### src/rtl/instr_encoder.sv
// rtl/instr_encoder.sv - packs symbolic requests into RV32I words, queued with byte addresses
// Optional immediate range checking is enabled by defining IMM_RANGE_CHECK_EN.
module instr_encoder #(
  parameter int DEPTH  = 4,
  parameter int ADDR_W = 8
) (
  input  logic              clk,
  input  logic              rst_n,
  input  logic              in_valid,
  output logic              in_ready,
  input  logic [2:0]        in_kind,
  input  logic [2:0]        in_funct3,
  input  logic              in_funct7b5,
  input  logic [4:0]        in_rd,
  input  logic [4:0]        in_rs1,
  input  logic [4:0]        in_rs2,
  input  logic [31:0]       in_imm,
  output logic              out_valid,
  input  logic              out_ready,
  output logic [31:0]       out_instr,
  output logic [ADDR_W-1:0] out_addr,
  output logic              err,
  output logic [7:0]        err_cnt
);

  localparam int PW = $clog2(DEPTH);
  localparam logic [PW:0] FULL_CNT = (PW+1)'(DEPTH);

  localparam logic [2:0] KIND_LW   = 3'd0;
  localparam logic [2:0] KIND_SW   = 3'd1;
  localparam logic [2:0] KIND_R    = 3'd2;
  localparam logic [2:0] KIND_BEQ  = 3'd3;
  localparam logic [2:0] KIND_IALU = 3'd4;
  localparam logic [2:0] KIND_JAL  = 3'd5;

  logic [31:0]       fifo_instr_q [DEPTH];
  logic [ADDR_W-1:0] fifo_addr_q  [DEPTH];
  logic [PW-1:0]     wr_ptr_q, wr_ptr_d;
  logic [PW-1:0]     rd_ptr_q, rd_ptr_d;
  logic [PW:0]       count_q, count_d;
  logic [ADDR_W-1:0] addr_q, addr_d;
  logic              err_q, err_d;
  logic [7:0]        err_cnt_q, err_cnt_d;

  logic [31:0] instr_enc;
  logic        legal;
  logic        is_shift;
  logic        accept, push, pop, reject;
  logic        unused_imm_hi;

  assign unused_imm_hi = ^in_imm[31:21];
  assign is_shift      = (in_funct3 == 3'b001) || (in_funct3 == 3'b101);

  always_comb begin
    instr_enc = '0;
    legal     = 1'b1;
    case (in_kind)
      KIND_LW:  instr_enc = {in_imm[11:0], in_rs1, 3'b010, in_rd, 7'b0000011};
      KIND_SW:  instr_enc = {in_imm[11:5], in_rs2, in_rs1, 3'b010, in_imm[4:0], 7'b0100011};
      KIND_R:   instr_enc = {1'b0, in_funct7b5, 5'b00000, in_rs2, in_rs1, in_funct3, in_rd,
                             7'b0110011};
      KIND_BEQ: instr_enc = {in_imm[12], in_imm[10:5], in_rs2, in_rs1, 3'b000, in_imm[4:1],
                             in_imm[11], 7'b1100011};
      KIND_IALU: begin
        if (is_shift) begin
          instr_enc = {1'b0, in_funct7b5, 5'b00000, in_imm[4:0], in_rs1, in_funct3, in_rd,
                       7'b0010011};
        end else begin
          instr_enc = {in_imm[11:0], in_rs1, in_funct3, in_rd, 7'b0010011};
        end
      end
      KIND_JAL: instr_enc = {in_imm[20], in_imm[10:1], in_imm[11], in_imm[19:12], in_rd,
                             7'b1101111};
      default:  legal = 1'b0;
    endcase
`ifdef IMM_RANGE_CHECK_EN
    // Out-of-range immediates are rejected the same way as illegal kinds.
    case (in_kind)
      KIND_LW, KIND_SW:
        legal = ($signed(in_imm) >= -32'sd2048) && ($signed(in_imm) <= 32'sd2047);
      KIND_IALU:
        if (is_shift) legal = ($signed(in_imm) >= 32'sd0) && ($signed(in_imm) <= 32'sd31);
        else legal = ($signed(in_imm) >= -32'sd2048) && ($signed(in_imm) <= 32'sd2047);
      KIND_BEQ:
        legal = ($signed(in_imm) >= -32'sd4096) && ($signed(in_imm) <= 32'sd4094) && !in_imm[0];
      KIND_JAL:
        legal = ($signed(in_imm) >= -32'sd1048576) && ($signed(in_imm) <= 32'sd1048574)
                && !in_imm[0];
      default: ;
    endcase
`endif
  end

  assign in_ready  = (count_q != FULL_CNT);
  assign out_valid = (count_q != '0);
  assign accept    = in_valid && in_ready;
  assign push      = accept && legal;
  assign reject    = accept && !legal;
  assign pop       = out_valid && out_ready;

  // Gate the head so an empty queue shows zeros rather than stale entries.
  assign out_instr = out_valid ? fifo_instr_q[rd_ptr_q] : '0;
  assign out_addr  = out_valid ? fifo_addr_q[rd_ptr_q]  : '0;
  assign err       = err_q;
  assign err_cnt   = err_cnt_q;

  always_comb begin
    wr_ptr_d  = wr_ptr_q;
    rd_ptr_d  = rd_ptr_q;
    count_d   = count_q;
    addr_d    = addr_q;
    err_d     = err_q;
    err_cnt_d = err_cnt_q;
    if (push) begin
      wr_ptr_d = wr_ptr_q + PW'(1);
      addr_d   = addr_q + ADDR_W'(4);
    end
    if (pop) rd_ptr_d = rd_ptr_q + PW'(1);
    case ({push, pop})
      2'b10:   count_d = count_q + (PW+1)'(1);
      2'b01:   count_d = count_q - (PW+1)'(1);
      default: count_d = count_q;
    endcase
    if (reject) begin
      err_d = 1'b1;
      if (err_cnt_q != 8'hFF) err_cnt_d = err_cnt_q + 8'd1;
    end
  end

  always_ff @(posedge clk or negedge rst_n) begin
    if (!rst_n) begin
      wr_ptr_q  <= '0;
      rd_ptr_q  <= '0;
      count_q   <= '0;
      addr_q    <= '0;
      err_q     <= 1'b0;
      err_cnt_q <= '0;
      for (int i = 0; i < DEPTH; i++) begin
        fifo_instr_q[i] <= '0;
        fifo_addr_q[i]  <= '0;
      end
    end else begin
      wr_ptr_q  <= wr_ptr_d;
      rd_ptr_q  <= rd_ptr_d;
      count_q   <= count_d;
      addr_q    <= addr_d;
      err_q     <= err_d;
      err_cnt_q <= err_cnt_d;
      if (push) begin
        fifo_instr_q[wr_ptr_q] <= instr_enc;
        fifo_addr_q[wr_ptr_q]  <= addr_q;
      end
    end
  end

endmodule

### config.mk
export PLATFORM = sky130hd
export DESIGN_NAME = instr_encoder
export DESIGN_NICKNAME = d
export VERILOG_FILES = /design/src/rtl/instr_encoder.sv
export SDC_FILE = /design/constraint.sdc
export NUM_CORES = 1
export LEC_CHECK = 0
export CORE_MARGIN = 2
export CORE_UTILIZATION = 50
export DETAILED_ROUTE_END_ITERATION = 8
export PLACE_DENSITY = 0.85
export SLEW_MARGIN = 30
export SYNTH_ARGS = -nofsm -noshare
export SYNTH_HDL_FRONTEND = slang
export SYNTH_SLANG_ARGS = --single-unit
### constraint.sdc
create_clock -name clk -period 2.4 [get_ports clk]
set_input_delay 0.48 -clock clk [delete_from_list [all_inputs] [get_ports clk]]
set_output_delay 0.48 -clock clk [all_outputs]
set_load 0.05 [all_outputs]
==> impl_metrics.env <==
export IMPL_ir_worst_vdd_mv=1.05
export IMPL_drc=0
export IMPL_cp_end_kind="output port"
export IMPL_final_common_cell="dfrtp_1"
export IMPL_cp_arrival_ps=2010
export IMPL_setup_viol=31
export IMPL_ys_seq_elements=166
export IMPL_worstMarginPinSlew_ps=505
export IMPL_grt_antenna_before_repair=0
export IMPL_async_flop_share=1.00
export IMPL_finalClockSkew_ps=6.85
export IMPL_crit_path_max_fanout=6
export IMPL_area_delta_synth_final_pct=31.8
export IMPL_power_leakage_nw=4.55
export IMPL_synthCells=699
export IMPL_rr_worst_depth=9
export IMPL_num_nets_final=867
export IMPL_vias=5767
export IMPL_coreArea_sq_um=15300
export IMPL_critPathCapture="out_addr[6]"
export IMPL_min_period_ps=2490
export IMPL_fin_util=0.675
export IMPL_port_buffers=95
export IMPL_diodes=0
export IMPL_yosys_warnings=0
export IMPL_power_mw=16.6
export IMPL_grt_pass1_wl_mm=31.1
export IMPL_clock_sinks=166
export IMPL_rows=45
export IMPL_syn_cell_area_sq_um=7810
export IMPL_multi_input_area_sq_um=3430
export IMPL_startpoint_type="flip-flop"
export IMPL_fillers=1037
export IMPL_rr_endpoint="count_q[2]"
export IMPL_clock_root_buffer="clkbuf_16"
export IMPL_totalWireLength_mm=19.2
export IMPL_cts_buffer_depth=2
export IMPL_max_slew_margin=0.662
export IMPL_rsz0062_at_grt="true"
export IMPL_area_sequential_sq_um=4160
export IMPL_track_usage=0.244
export IMPL_worst_slack_ps=-94.9
export IMPL_tritoncts="built"
export IMPL_ys_seq_area_frac=0.532
export IMPL_cap_violations=0
export IMPL_grt_pass1_vias=6057
export IMPL_critPathKind="reg2out"
export IMPL_regToRegSetupSlack_ps=210
export IMPL_post_place_ws_ps=-102
export IMPL_synth_edf_count=0
export IMPL_avgSynthCellArea_sq_um=11.2
export IMPL_grt_overflow=0
export IMPL_post_drt_wl_per_cell_microns=18.7
export IMPL_htreeDepth=4
export IMPL_run_status="complete, but fails checks"
export IMPL_die_y_microns=129
export IMPL_routabilityCongestion=0.761
export IMPL_routed_via_density=5.63
export IMPL_start_util=0.512
export IMPL_ys_types=43
export IMPL_io_pins=109
export IMPL_drt_initial_drc_count=374
export IMPL_min_delay_path_class="in2async"
export IMPL_violations="negative setup slack"
export IMPL_insertion_delay_ps=420
export IMPL_whs_ps=7.67
export IMPL_cts_hold_buf=0
export IMPL_p_per_area_nw_per_um2=1620
export IMPL_fin_crit_sh=1.04
export IMPL_max_freq_mhz=401
export IMPL_grt_max_degree=66
export IMPL_dr_pass1_iters=5
export IMPL_r2r_start="count_q[0]"
export IMPL_stdcell_area_sq_um=10300
export IMPL_slew_viol_final=0
export IMPL_worstSetupStartpoint="rd_ptr_q[0]"
export IMPL_clk_pin_slew_worst_paths_ps=60
export IMPL_fp_dieW_microns=129
export IMPL_cts_buffers=17
export IMPL_dpl_cell_area_sq_um=9490
export IMPL_drive_gt1_frac=0.266
export IMPL_die_area_sq_um=16600
export IMPL_fin_tns_setup_ps=-1320
export IMPL_dp_cells=986
export IMPL_dp_hpwl_mm=12.3
export IMPL_final_cells=1024
export IMPL_finalHoldViolCount=0
export IMPL_ant_nets=0
export IMPL_critPathRequiredTime_ps=1920
export IMPL_final_cell_mix="dfrtp_1 (165), nand2_1 (133), o21ai_0 (114)"
export IMPL_synthFlopType="dfrtp_1"
-- worst min path at each step --
stage	start	end	slack (ps)	cells after the start
floorplan	rst_n	addr_q[2]	180	0
global placement	fifo_instr_q[1]	fifo_instr_q[1]	450	1
detailed placement	fifo_instr_q[33]	fifo_instr_q[33]	450	1
CTS	rst_n	fifo_instr_q[61]	7	1
global route	rst_n	fifo_instr_q[29]	20	1
finish	rst_n	fifo_instr_q[29]	8	1
-- synthesized netlist by cell type, types with 2 or more instances --
cell type	n	area share
and3_1	2	0.0016
buf_1	4	0.0019
nand2_1	133	0.064
mux2i_1	7	0.0090
a21oi_1	19	0.012
inv_1	11	0.0053
ha_1	7	0.011
buf_2	22	0.014
a32oi_1	2	0.0022
nand3_1	4	0.0026
nor3_1	4	0.0026
a22oi_1	4	0.0038
xor2_1	5	0.0056
nand4_1	6	0.0048
and2_1	39	0.031
o21ai_0	114	0.073
nand4_2	4	0.0064
dfrtp_1	166	0.53
a31oi_1	5	0.0040
nor2b_1	3	0.0024
buf_4	9	0.0086
clkbuf_2	2	0.0013
xnor2_1	8	0.0090
nand2b_1	9	0.0072
nor2_1	12	0.0058
buf_6	3	0.0043
clkbuf_1	11	0.0053
mux4_2	36	0.10
a32o_1	5	0.0064
mux2_2	30	0.043
-- sequential cells by signal (all words and copies together) (netlist names) --
register	flops
count_q	3
fifo_addr_q	24
wr_ptr_q	2
fifo_instr_q	120
addr_q	6
rd_ptr_q	2
err	1
err_cnt	8
-- repair_timing --
action,4_1_cts,5_1_grt
setup endpoints to repair,38,38
pin swaps,1,0
gates cloned,4,0
setup buffers,3,0
resized for setup,48,0
-- worst max-delay path, stage by stage, from the launching register on --
cell	delay [ps]
dfrtp_2	420
buf_12	160
buf_12	140
mux4_2	550
and2_4	190
buf_12	140
-- where the power goes --
| part | total (mW) | leakage, nW | internal, mW | switching (mW) |
|---|---|---|---|---|
| Combinational | 9.40 | 2.19 | 4.76 | 4.64 |
| Sequential | 4.75 | 2.10 | 3.99 | 0.756 |
| Clock | 2.50 | 0.258 | 1.44 | 1.07 |
| Total | 16.6 | 4.55 | 10.2 | 6.46 |
-- layout make-up --
class,instances,share of cell area
well taps,211,0.0256
multi-input cells,472,0.334
repair buffers,133,0.181
inverters,11,0.00401
clock inverters,10,0.00802
flip-flops and latches,166,0.404
clock buffers,21,0.0438
-- kinds of logic after synthesis --
family	count (synthesis)	synth area share
and+or+nand+nor	222	0.135
xor gates and xnor gates	13	0.0146
buffers and inverters	62	0.0408
other	1	0.000480
AOI/OAI and AO/OA	154	0.107
adders and majority gates	8	0.0138
muxes	73	0.156
DFF	166	0.532
-- metal layers --
metal	up-vias	part of all wire	routed length (microns)	track usage
li1	2645	-	-	-
met2	231	0.51	9730	0.401
met4	0	0.024	458	0.0972
met1	2846	0.40	7750	0.320
met3	45	0.064	1220	0.0520
met5	-	0	0	0
No activity file was read; power rests on OpenSTA's default activity.
